## config.mk

```make
export PLATFORM = sky130hd
export DESIGN_NAME = bcd_7seg_scan_driver
export DESIGN_NICKNAME = d
export VERILOG_FILES = /design/src/rtl/bcd_7seg_scan_driver.sv
export SDC_FILE = /design/constraint.sdc
export NUM_CORES = 1
export LEC_CHECK = 0
export CAP_MARGIN = 0
export CORE_UTILIZATION = 49
export CTS_CLUSTER_DIAMETER = 200
export DETAILED_ROUTE_END_ITERATION = 6
export PLACE_DENSITY_LB_ADDON = 0.25
export SYNTH_ARGS = -nofsm -noshare
export SYNTH_HDL_FRONTEND = slang
export SYNTH_SLANG_ARGS = --single-unit
```

## constraint.sdc

```tcl
create_clock -name clk -period 2.1 [get_ports clk]
set_input_delay 0.42 -clock clk [delete_from_list [all_inputs] [get_ports clk]]
set_output_delay 0.42 -clock clk [all_outputs]
set_load 0.02 [all_outputs]
```

## src/rtl/bcd_7seg_scan_driver.sv

```systemverilog
// Multiplexed 7-segment driver: scans DIGITS common-anode digits and swaps in
// newly loaded data only at frame boundaries.
module bcd_7seg_scan_driver #(
  parameter int DIGITS = 4,
  parameter int DIV    = 50000,
  parameter bit HEX_EN = 1'b0
) (
  input  logic                clk,
  input  logic                reset,
  input  logic [4*DIGITS-1:0] bcd_data,
  input  logic [DIGITS-1:0]   dp_in,
  input  logic                load,
  input  logic                lzb_en,
  input  logic                blank,
  output logic [6:0]          seg,
  output logic                dp,
  output logic [DIGITS-1:0]   an,
  output logic                pending,
  output logic                frame_done
);

  localparam int PW = $clog2(DIV);
  localparam int IW = (DIGITS > 1) ? $clog2(DIGITS) : 1;

  logic [PW-1:0]       presc_q, presc_d;
  logic [IW-1:0]       idx_q, idx_d;
  logic [4*DIGITS-1:0] disp_q, disp_d;
  logic [DIGITS-1:0]   disp_dp_q, disp_dp_d;
  logic [4*DIGITS-1:0] buf_q, buf_d;
  logic [DIGITS-1:0]   buf_dp_q, buf_dp_d;
  logic                pend_q, pend_d;
  logic [6:0]          seg_q, seg_d;
  logic                dp_q, dp_d;
  logic [DIGITS-1:0]   an_q, an_d;

  logic                slot_wrap;
  logic                frame_wrap;
  logic [DIGITS-1:0]   lz;
  logic [3:0]          cur_dig;
  logic                cur_dp;
  logic                cur_lz;

  function automatic logic [6:0] decode(input logic [3:0] v);
    logic [6:0] s;
    case (v)
      4'h0:    s = 7'h40;
      4'h1:    s = 7'h79;
      4'h2:    s = 7'h24;
      4'h3:    s = 7'h30;
      4'h4:    s = 7'h19;
      4'h5:    s = 7'h12;
      4'h6:    s = 7'h02;
      4'h7:    s = 7'h78;
      4'h8:    s = 7'h00;
      4'h9:    s = 7'h10;
      4'hA:    s = HEX_EN ? 7'h08 : 7'h3F;
      4'hB:    s = HEX_EN ? 7'h03 : 7'h3F;
      4'hC:    s = HEX_EN ? 7'h46 : 7'h3F;
      4'hD:    s = HEX_EN ? 7'h21 : 7'h3F;
      4'hE:    s = HEX_EN ? 7'h06 : 7'h3F;
      default: s = HEX_EN ? 7'h0E : 7'h3F;
    endcase
    return s;
  endfunction

  assign slot_wrap  = (presc_q == PW'(DIV - 1));
  assign frame_wrap = slot_wrap && (idx_q == IW'(DIGITS - 1));

  always_comb begin
    presc_d   = slot_wrap ? '0 : presc_q + PW'(1);
    idx_d     = idx_q;
    if (slot_wrap) idx_d = frame_wrap ? '0 : idx_q + IW'(1);

    disp_d    = disp_q;
    disp_dp_d = disp_dp_q;
    buf_d     = buf_q;
    buf_dp_d  = buf_dp_q;
    pend_d    = pend_q;
    // Swap uses the buffer as it stood before this cycle's load, so a load on
    // the wrap cycle is held over to the next frame.
    if (frame_wrap && pend_q) begin
      disp_d    = buf_q;
      disp_dp_d = buf_dp_q;
      pend_d    = 1'b0;
    end
    if (load) begin
      buf_d    = bcd_data;
      buf_dp_d = dp_in;
      pend_d   = 1'b1;
    end
  end

  // lz[i]: digit i and every digit above it are zero.
  always_comb begin
    lz = '0;
    lz[DIGITS-1] = (disp_q[4*DIGITS-1 -: 4] == 4'h0);
    for (int i = DIGITS - 2; i >= 0; i--) begin
      lz[i] = lz[i+1] && (disp_q[4*i +: 4] == 4'h0);
    end
  end

  always_comb begin
    cur_dig = '0;
    cur_dp  = 1'b0;
    cur_lz  = 1'b0;
    an_d    = '1;
    for (int i = 0; i < DIGITS; i++) begin
      if (idx_q == IW'(i)) begin
        cur_dig  = disp_q[4*i +: 4];
        cur_dp   = disp_dp_q[i];
        cur_lz   = lz[i];
        an_d[i]  = 1'b0;
      end
    end
    seg_d = decode(cur_dig);
    if (lzb_en && (idx_q != '0) && cur_lz) seg_d = 7'h7F;
    dp_d = ~cur_dp;
    if (blank) begin
      an_d  = '1;
      seg_d = 7'h7F;
      dp_d  = 1'b1;
    end
  end

  always_ff @(posedge clk) begin
    if (reset) begin
      presc_q   <= '0;
      idx_q     <= '0;
      disp_q    <= '0;
      disp_dp_q <= '0;
      buf_q     <= '0;
      buf_dp_q  <= '0;
      pend_q    <= 1'b0;
      seg_q     <= 7'h7F;
      dp_q      <= 1'b1;
      an_q      <= '1;
    end else begin
      presc_q   <= presc_d;
      idx_q     <= idx_d;
      disp_q    <= disp_d;
      disp_dp_q <= disp_dp_d;
      buf_q     <= buf_d;
      buf_dp_q  <= buf_dp_d;
      pend_q    <= pend_d;
      seg_q     <= seg_d;
      dp_q      <= dp_d;
      an_q      <= an_d;
    end
  end

  assign seg        = seg_q;
  assign dp         = dp_q;
  assign an         = an_q;
  assign pending    = pend_q & ~reset;
  assign frame_done = frame_wrap & ~reset;

endmodule

```

Word-level counts from Yosys, hierarchy flattened:

Memory sizes are Yosys's and may differ from the RTL's. A register that Yosys moved wholly into a read port is not among the register bits.
Cells that the tools add are included.

* add/sub/neg operators: 2
* equality and inequality tests: 4
* multiplexer cells: 19
* bitwise gates (word level): 4
* reductions and logical operators: 17

Operators by type and width (number)
* $add A16 B1 Y16 const B: 1
* $eq A16 B16 Y1 const B: 1
* $logic_not A4 Y1: 4
* $mux W4: 4
* $mux W1: 14
* $logic_and A1 B1 Y1: 7
* $eq A2 B2 Y1 const B: 2
* $reduce_bool A2 Y1: 2
* $reduce_or A2 Y1: 2
* $reduce_or A3 Y1: 1
* $add A2 B1 Y2 const B: 1
* $and A1 B1 Y1: 2
* $eq A2 B1 Y1 const B: 1
* $logic_not A2 Y1: 1
* $mux W2: 1
* $not A1 Y1: 2

* register bits after elaboration: 64
* ROM bits: 112
* bits of input ports: 25
* output and inout bits: 14
* word-level logic and storage cells: 56
* memories: 1

Memories
* (name not given): words 16, bits a word 7, read ports 1, clocked after memory_dff 1, wr ports 0, RTL line 45 `case (v)`

Longest topological paths before layout:

Gate-level depths: netlist of the first run.

* word-level depth: 10
* depth in mapped cells: 10
* mapped depth without buffers: 9

Worst setup path before layout of the first run:

Ideal clock, no wire load.

* path type: reg2reg
* start: register idx_q[0]
* end: register seg_q[4], in the netlist seg[4]
* library setup time: 0.074 ns
* data arrival time: 2.265 ns
* data required time: 2.026 ns
* path slack: -0.239 ns
* stages on the path, launching flop included: 11
* path buffers: 2
* period minus slack after synthesis: 2.339 ns
* cells stage by stage: dfxtp_1 -> ha_1 -> clkbuf_1 -> clkbuf_1 -> a211oi_1 -> a221oi_1 -> inv_1 -> ha_1 -> nor3_1 -> a221oi_1 -> o21ai_0

* longest elaborated chain between the ends: 7
* elaborated cells on any way between the ends: 16
* classes of those cells: eq/ne (3); mux (8); reduce/logical (5)

Ends and longest elaborated chain
* start, declared: RTL line 26 `logic [IW-1:0] idx_q, idx_d;`
* start signal, assigned: RTL line 139 `idx_q <= idx_d;`
* $logic_not A2 Y1: RTL line 108 `if (idx_q == IW'(i)) begin`
* $mux W1 (4 in a row): RTL line 108
* $logic_and A1 B1 Y1: RTL line 116 `if (lzb_en && (idx_q != '0) && cur_lz) seg_d = 7'h7F;`
* $reduce_or A3 Y1 (no line)
* end, declared: RTL line 32 `logic [6:0] seg_q, seg_d;`

Parallel ways exist; a longest one is shown, timed or not.
A chain may end at the register's enable or synchronous reset.

Worst setup path after layout of the first run:

* start: register presc_q[10]
* end: output frame_done

* longest elaborated chain between the ends: 3

Ends and longest elaborated chain
* start, declared: RTL line 25 `logic [PW-1:0] presc_q, presc_d;`
* start signal, assigned: RTL line 138 `presc_q <= presc_d;`
* $eq A16 B16 Y1: RTL line 66 `assign slot_wrap = (presc_q == PW'(DIV - 1));`
* $logic_and A1 B1 Y1: RTL line 67 `assign frame_wrap = slot_wrap && (idx_q == IW'(DIGITS - 1));`
* $and A1 B1 Y1: RTL line 155 `assign frame_done = frame_wrap & ~reset;`
* end, declared: RTL line 19 `output logic frame_done`

Every way passes these cells.

==> results of run 1 <==
## worst paths after layout
kind                                  end              startpoint  slack [ns]  cells past startpoint
setup reg to reg        seg[4]$_SDFF_PP1_   idx_q[1]$_SDFFE_PP0N_        0.07                      9
setup / recovery               frame_done  presc_q[10]$_SDFF_PP0_       -0.35                      4
hold reg to reg   disp_q[13]$_SDFFE_PP0P_  buf_q[13]$_SDFFE_PP0P_        0.47                      2
hold / removal    disp_q[13]$_SDFFE_PP0P_  buf_q[13]$_SDFFE_PP0P_        0.47                      2
## synth_stat cells (2+ instances only)
master / instances
nand3_1: 29
clkbuf_1: 16
a211oi_1: 4
and4_1: 3
nor3_1: 3
buf_2: 4
nor2b_1: 4
nand4_1: 2
mux2i_1: 21
xor2_1: 9
nor3b_1: 5
dfxtp_1: 71
and3_1: 2
or4_1: 3
o31ai_1: 2
buf_1: 4
a221oi_1: 4
o21ai_1: 10
nand2_1: 17
o21ai_0: 17
nand3b_1: 6
a21oi_1: 30
xnor2_1: 3
nor2_1: 38
nand2b_1: 2
or4b_2: 2
ha_1: 10
nor4_1: 2
inv_1: 11
## power groups by stage
stage	registers [mW]	logic, mW	clock network (mW)
floorplan	1.44	0.0791	0
global placement	1.43	0.175	0
detailed placement	1.43	0.177	0
CTS	1.40	0.178	1.02
global route	1.40	0.196	1.08
finish	1.40	0.179	1.00
## sequential cells by signal, summed over array words and instances, names as in the netlist
signal / cells
seg: 7
buf_q: 16
presc_q: 16
idx_q: 2
pend_q: 1
buf_dp_q: 4
disp_dp_q: 4
an: 4
dp: 1
disp_q: 16
## through the flow
stage               std cells  setup TNS, ns  setup WS (ns)
floorplan                 351      -0.005011      -0.005011
global placement          480         -1.902        -0.4220
detailed placement        480         -2.362        -0.4406
CTS                       497        -0.3700        -0.3700
global route              498        -0.4230        -0.4193
finish                    498        -0.3539        -0.3539
## routing by layer
layer / vias to the layer above / routed length (um) / share of wire (%)
met4: 0 / 88 / 1.2
met3: 7 / 310 / 4.3
met5: - / 0 / 0
met1: 1277 / 3459 / 48
met2: 60 / 3415 / 47
li1: 1376 / - / -
## repair_timing
item,in CTS,in global routing
setup endpoints to repair,27,26
cloned,1,1
resized for setup,11,21
pin swaps,2,5
## critical path, delay by kind of cell (launching register included)
family / cells / cell delay [ns]
buffers and inverters: 1 / 0.17
DFF: 1 / 0.32
and+or+nand+nor: 3 / 1.20
## cell usage in the layout (no fill, tap or decap), types with 6 or more instances in the layout
cell / Yosys / layout
o21ai_1: 10 / 14
o21ai_0: 17 / 13
nand3_1: 29 / 29
dfxtp_1: 71 / 70
inv_1: 11 / 7
mux2i_1: 21 / 21
nor2_1: 38 / 38
clkdlybuf4s50_1: 0 / 36
a21oi_1: 30 / 29
nand3b_1: 6 / 6
buf_4: 1 / 39
xor2_1: 9 / 9
ha_1: 10 / 6
clkbuf_8: 0 / 11
nand2_1: 17 / 17
## kinds of logic (layout without fill, tap and decap cells)
| family | count (synthesis) | in the layout | share of synthesized area, % |
|---|---|---|---|
| AO/OA/AOI/OAI | 74 | 74 | 13.94 |
| adder cells (fa/ha/maj) | 10 | 10 | 4.005 |
| buffers and inverters | 37 | 107 | 4.966 |
| flip-flops | 71 | 71 | 45.49 |
| AND/OR/NAND/NOR | 126 | 128 | 21.51 |
| XOR/XNOR | 12 | 12 | 3.364 |
| multiplexers | 21 | 21 | 6.728 |
## cell type report
cell class / instances / area, sq um
Clock buffer: 11 / 151.4
Sequential cell: 71 / 1423
Inverter: 11 / 41.29
Clock inverter: 5 / 32.53
Timing Repair Buffer: 80 / 724.4
Tap cell: 75 / 93.84
Multi-Input combinational cell: 245 / 1658
Fill cell: 513 / 1902
==> impl_metrics.env, run 1 <==
export IMPL_status="complete, but fails checks"
export IMPL_violations="negative setup slack"
export IMPL_hp_class="flip-flop to flip-flop"
export IMPL_worstSetupPathType="flip-flop to output pin"
export IMPL_viasPerCell=5.462
export IMPL_async_flop_share_pct=0
export IMPL_crit_required_ns=1.68
export IMPL_post_route_worst_setup_slack_ns=-0.3539
export IMPL_yosys_top_cells_area="dfxtp_1 45%, mux2i_1 6.7%, a21oi_1 4.8%"
export IMPL_rsz0062_at_grt="yes"
export IMPL_final_util_pct=68.44
export IMPL_fin_nets=453
export IMPL_ys_flop_type="dfxtp_1"
export IMPL_finalMaxSlewViolations=0
export IMPL_drt_iter0_drc=146
export IMPL_final_antenna_net_count=0
export IMPL_synth_nets=386
export IMPL_avgSynthCellArea_sq_um=8.901
export IMPL_path_cells="or4b_4 -> or4_1 -> nor3_2 -> buf_4"
export IMPL_grtUsageMet2_pct=35.87
export IMPL_hpwl_um=4812
export IMPL_ctsHoldBuffers=0
export IMPL_grt_first_pass_wirelength_um=11630
export IMPL_rows=28
export IMPL_internal_power_mw=1.973
export IMPL_seq_area_frac_synth_pct=45.49
export IMPL_met1_usage_pct=30.70
export IMPL_cts_sinks=71
export IMPL_core_sq_mm=0.006026
export IMPL_ioPinCount=39
export IMPL_drive_above_1_share_pct=19.86
export IMPL_yosys_warnings=0
export IMPL_hold_viol=0
export IMPL_finalCriticalPeriod_ns=2.454
export IMPL_drt_wl_total_um=7273
export IMPL_whs_ns=0.4711
export IMPL_yosys_area_top_type_share_pct=45.49
export IMPL_drc=0
export IMPL_total_power_mw=2.581
export IMPL_fin_skew_ns=0.007834
export IMPL_setup_viol=1
export IMPL_grt_pass1_vias=2499
export IMPL_max_clock_freq_mhz=407.5
export IMPL_place_area_sq_mm=0.003836
export IMPL_yosysUniqueCellTypes=46
export IMPL_die_area_sq_mm=0.006699
export IMPL_vias=2720
export IMPL_die_h_um=81.85
export IMPL_vdd_ir_drop_max_v=0.0004290
export IMPL_worst_slew_pin_slew_ns=0.6222
export IMPL_clock_latency_ns=0.35
export IMPL_die_w_um=81.85
export IMPL_cts_setup_buffers=0
export IMPL_synth_top_area_cell="dfxtp_1"
export IMPL_grt_ovfl_total=0
export IMPL_routedWlPerCell_um=14.60
export IMPL_power_switching_uw=608.1
export IMPL_htree_levels=3
export IMPL_portBuffers=38
export IMPL_area_delta_synth_final_pct=32.00
export IMPL_sw_frac_of_total_pct=23.56
export IMPL_first_pass_iters=6
export IMPL_p_clk_share_pct=38.9
export IMPL_crit_path_top_delay_cell="or4b_4"
export IMPL_powerDensity_mw_per_mm2=625.9
export IMPL_p_seq_share_pct=54.2
export IMPL_syn_area_sq_mm=0.003124
export IMPL_critPathCaptureType="output pin"
export IMPL_grt_max_degree=27
export IMPL_cts_clk_slew_worst_paths_ns=0.07
export IMPL_clock_path_buffers=2
export IMPL_gp_congestion=0.8325
export IMPL_worstPathMaxFanout=2
export IMPL_antenna_found_initial=0
export IMPL_total_leakage_power_nw=1.588
export IMPL_root_buffer="clkbuf_8"
export IMPL_cap_violations=0
export IMPL_post_route_period_util_pct=116.9
export IMPL_p_comb_share_pct=6.9
export IMPL_antenna_cells=0
export IMPL_grt_util_all_layers_pct=23.02
export IMPL_top_usage_layer="met2"
export IMPL_synth_seq_cells=71
export IMPL_postLayoutCellArea_sq_mm=0.004124
export IMPL_cp_slowest_stage_delay_ns=0.53
export IMPL_start_util_pct=51.85
export IMPL_cp_start_kind="flip-flop"
export IMPL_cts_buffers=9
export IMPL_crit_arrival_ns=2.03
export IMPL_cts_tree="built"
export IMPL_relSlewSlack_pct=58.42
export IMPL_synthCells=351
export IMPL_synth_edff_count=0
export IMPL_use_met3_pct=5.667
Power figures use the tool's default switching activity.
==> run 2, diff against run 1 <==
- SKIP_LAST_GASP: not set -> 1
==> impl_metrics.env, run 2 (synthesis results as in run 1) <==
export IMPL_critPathCaptureType="output pin"
export IMPL_cts_buffers=9
export IMPL_rows=28
export IMPL_hpwl_um=4812
export IMPL_cp_depth=4
export IMPL_hold_viol=0
export IMPL_clock_latency_ns=0.35
export IMPL_sw_frac_of_total_pct=23.60
export IMPL_ctsHoldBuffers=0
export IMPL_first_pass_iters=4
export IMPL_internal_power_mw=1.973
export IMPL_cts_tree="built"
export IMPL_critPathBufInv=1
export IMPL_dp_cells=480
export IMPL_post_route_period_util_pct=116.9
export IMPL_crit_arrival_ns=2.04
export IMPL_status="complete, but fails checks"
export IMPL_cp_slowest_stage_delay_ns=0.53
export IMPL_cts_clk_slew_worst_paths_ns=0.07
export IMPL_worstSetupPathType="flip-flop to output pin"
export IMPL_path_cells="or4b_4 -> or4_1 -> nor3_2 -> buf_4"
export IMPL_layout_commonest_cell="dfxtp_1"
export IMPL_routedWlPerCell_um=14.46
export IMPL_post_route_worst_setup_slack_ns=-0.3554
export IMPL_final_antenna_net_count=0
export IMPL_vdd_ir_drop_max_v=0.0004302
export IMPL_drt_wl_total_um=7203
export IMPL_rsz0062_at_grt="yes"
export IMPL_htree_levels=3
export IMPL_vias=2710
export IMPL_die_h_um=81.85
export IMPL_holdPathStages=2
export IMPL_final_util_pct=68.40
export IMPL_cts_setup_buffers=0
export IMPL_antenna_found_initial=0
export IMPL_instances_no_fill=498
export IMPL_drive_above_1_share_pct=19.86
export IMPL_grt_first_pass_wirelength_um=11510
export IMPL_worstPathMaxFanout=2
export IMPL_ioPinCount=39
export IMPL_grt_util_all_layers_pct=22.64
export IMPL_cp_start_kind="flip-flop"
export IMPL_grt_ovfl_total=0
export IMPL_pre_cts_ws_ns=-0.4406
export IMPL_finalMaxSlewViolations=0
export IMPL_root_buffer="clkbuf_8"
export IMPL_cap_violations=0
export IMPL_core_sq_mm=0.006026
export IMPL_portBuffers=38
export IMPL_crit_required_ns=1.68
export IMPL_p_comb_share_pct=6.9
export IMPL_relSlewSlack_pct=58.96
export IMPL_drc=0
export IMPL_max_clock_freq_mhz=407.3
export IMPL_layout_common_cells="70 x dfxtp_1, 39 x buf_4, 38 x nor2_1"
export IMPL_violations="negative setup slack"
export IMPL_cts_sinks=71
export IMPL_viasPerCell=5.442
export IMPL_start_util_pct=51.85
export IMPL_grt_pass1_vias=2491
export IMPL_total_leakage_power_nw=1.587
export IMPL_antenna_cells=0
export IMPL_die_w_um=81.85
export IMPL_hp_class="flip-flop to flip-flop"
export IMPL_gp_congestion=0.8325
export IMPL_p_seq_share_pct=54.2
export IMPL_finalCriticalPeriod_ns=2.455
export IMPL_crit_path_top_delay_cell="or4b_4"
export IMPL_fin_skew_ns=0.008370
export IMPL_area_delta_synth_final_pct=31.92
export IMPL_reg_top3="buf_q x16, disp_q x16, presc_q x16"
export IMPL_drt_iter0_drc=140
export IMPL_powerDensity_mw_per_mm2=626.6
export IMPL_worst_slew_pin_slew_ns=0.6142
export IMPL_power_switching_uw=609.5
export IMPL_setup_viol=7
export IMPL_critPathTopFamily="simple AND/OR/NAND/NOR gates"
export IMPL_clock_path_buffers=2
export IMPL_grt_max_degree=27
export IMPL_p_clk_share_pct=38.9
export IMPL_die_area_sq_mm=0.006699
export IMPL_fin_nets=453
export IMPL_r2r_cells=5
run 2: cell counts in the layout (fill, tap and decap cells not counted):
Identical to the previous run, type by type.
run 2: layer usage:
metal	share of wire, %	wire [um]	GRT usage, %	up-vias
met5	0	0	0	-
li1	-	-	-	1379
met4	1.2	90	8.246	0
met1	48	3437	30.90	1270
met3	3.8	275	5.667	8
met2	47	3400	34.30	53
run 2: worst paths after layout:
kind	start	endpoint	slack, ns
min reg2reg	buf_q[13]$_SDFFE_PP0P_	disp_q[13]$_SDFFE_PP0P_	0.47
max	presc_q[10]$_SDFF_PP0_	frame_done	-0.36
max reg2reg	presc_q[10]$_SDFF_PP0_	disp_dp_q[3]$_SDFFE_PP0P_	-0.06
min	buf_q[13]$_SDFFE_PP0P_	disp_q[13]$_SDFFE_PP0P_	0.47
run 2: final cells by class:
cell class / count / area (sq um)
Timing Repair Buffer: 80 / 724.4
Clock buffer: 11 / 151.4
Clock inverter: 5 / 32.53
Inverter: 11 / 41.29
Fill cell: 514 / 1904
Multi-Input combinational cell: 245 / 1655
Sequential cell: 71 / 1423
Tap cell: 75 / 93.84
run 2: worst min-delay path: stages (launching register included):
cell,delay (ns)
dfxtp_1,0.31
nand3_1,0.06
a21oi_1,0.06
run 2: metrics by stage:
stage          area [sq um]  hold slack (ns)    TNS, ns  power, mW
3_5_place_dp           3836           0.4578     -2.362      1.607
4_1_cts                4044           0.4722     -1.493      2.593
5_1_grt                4121           0.4948     -1.199      2.683
3_3_place_gp           3836           0.4607     -1.902      1.605
6_report               4121           0.4716    -0.6594      2.582
2_1_floorplan          3138           0.4260  -0.005011      1.516
run 2: power by group through the flow:
stage | Clock, mW | Sequential (mW) | Combinational, mW
finish | 1.01 | 1.40 | 0.179
global route | 1.08 | 1.40 | 0.196
CTS | 1.02 | 1.40 | 0.178
detailed placement | 0 | 1.43 | 0.177
global placement | 0 | 1.43 | 0.175
floorplan | 0 | 1.44 | 0.0791
run 2: repair_timing:
action / CTS / global route
gates cloned: 1 / 1
setup endpoints to repair: 27 / 35
pin swaps: 2 / 5
gates resized for setup: 10 / 20
hold endpoints to repair: 0 / 0
==> run 3, diff against run 2 <==
- CORE_MARGIN: not set -> 1
==> results of run 3 <==
Final layout, timing and power as in run 2 (identical DEF).
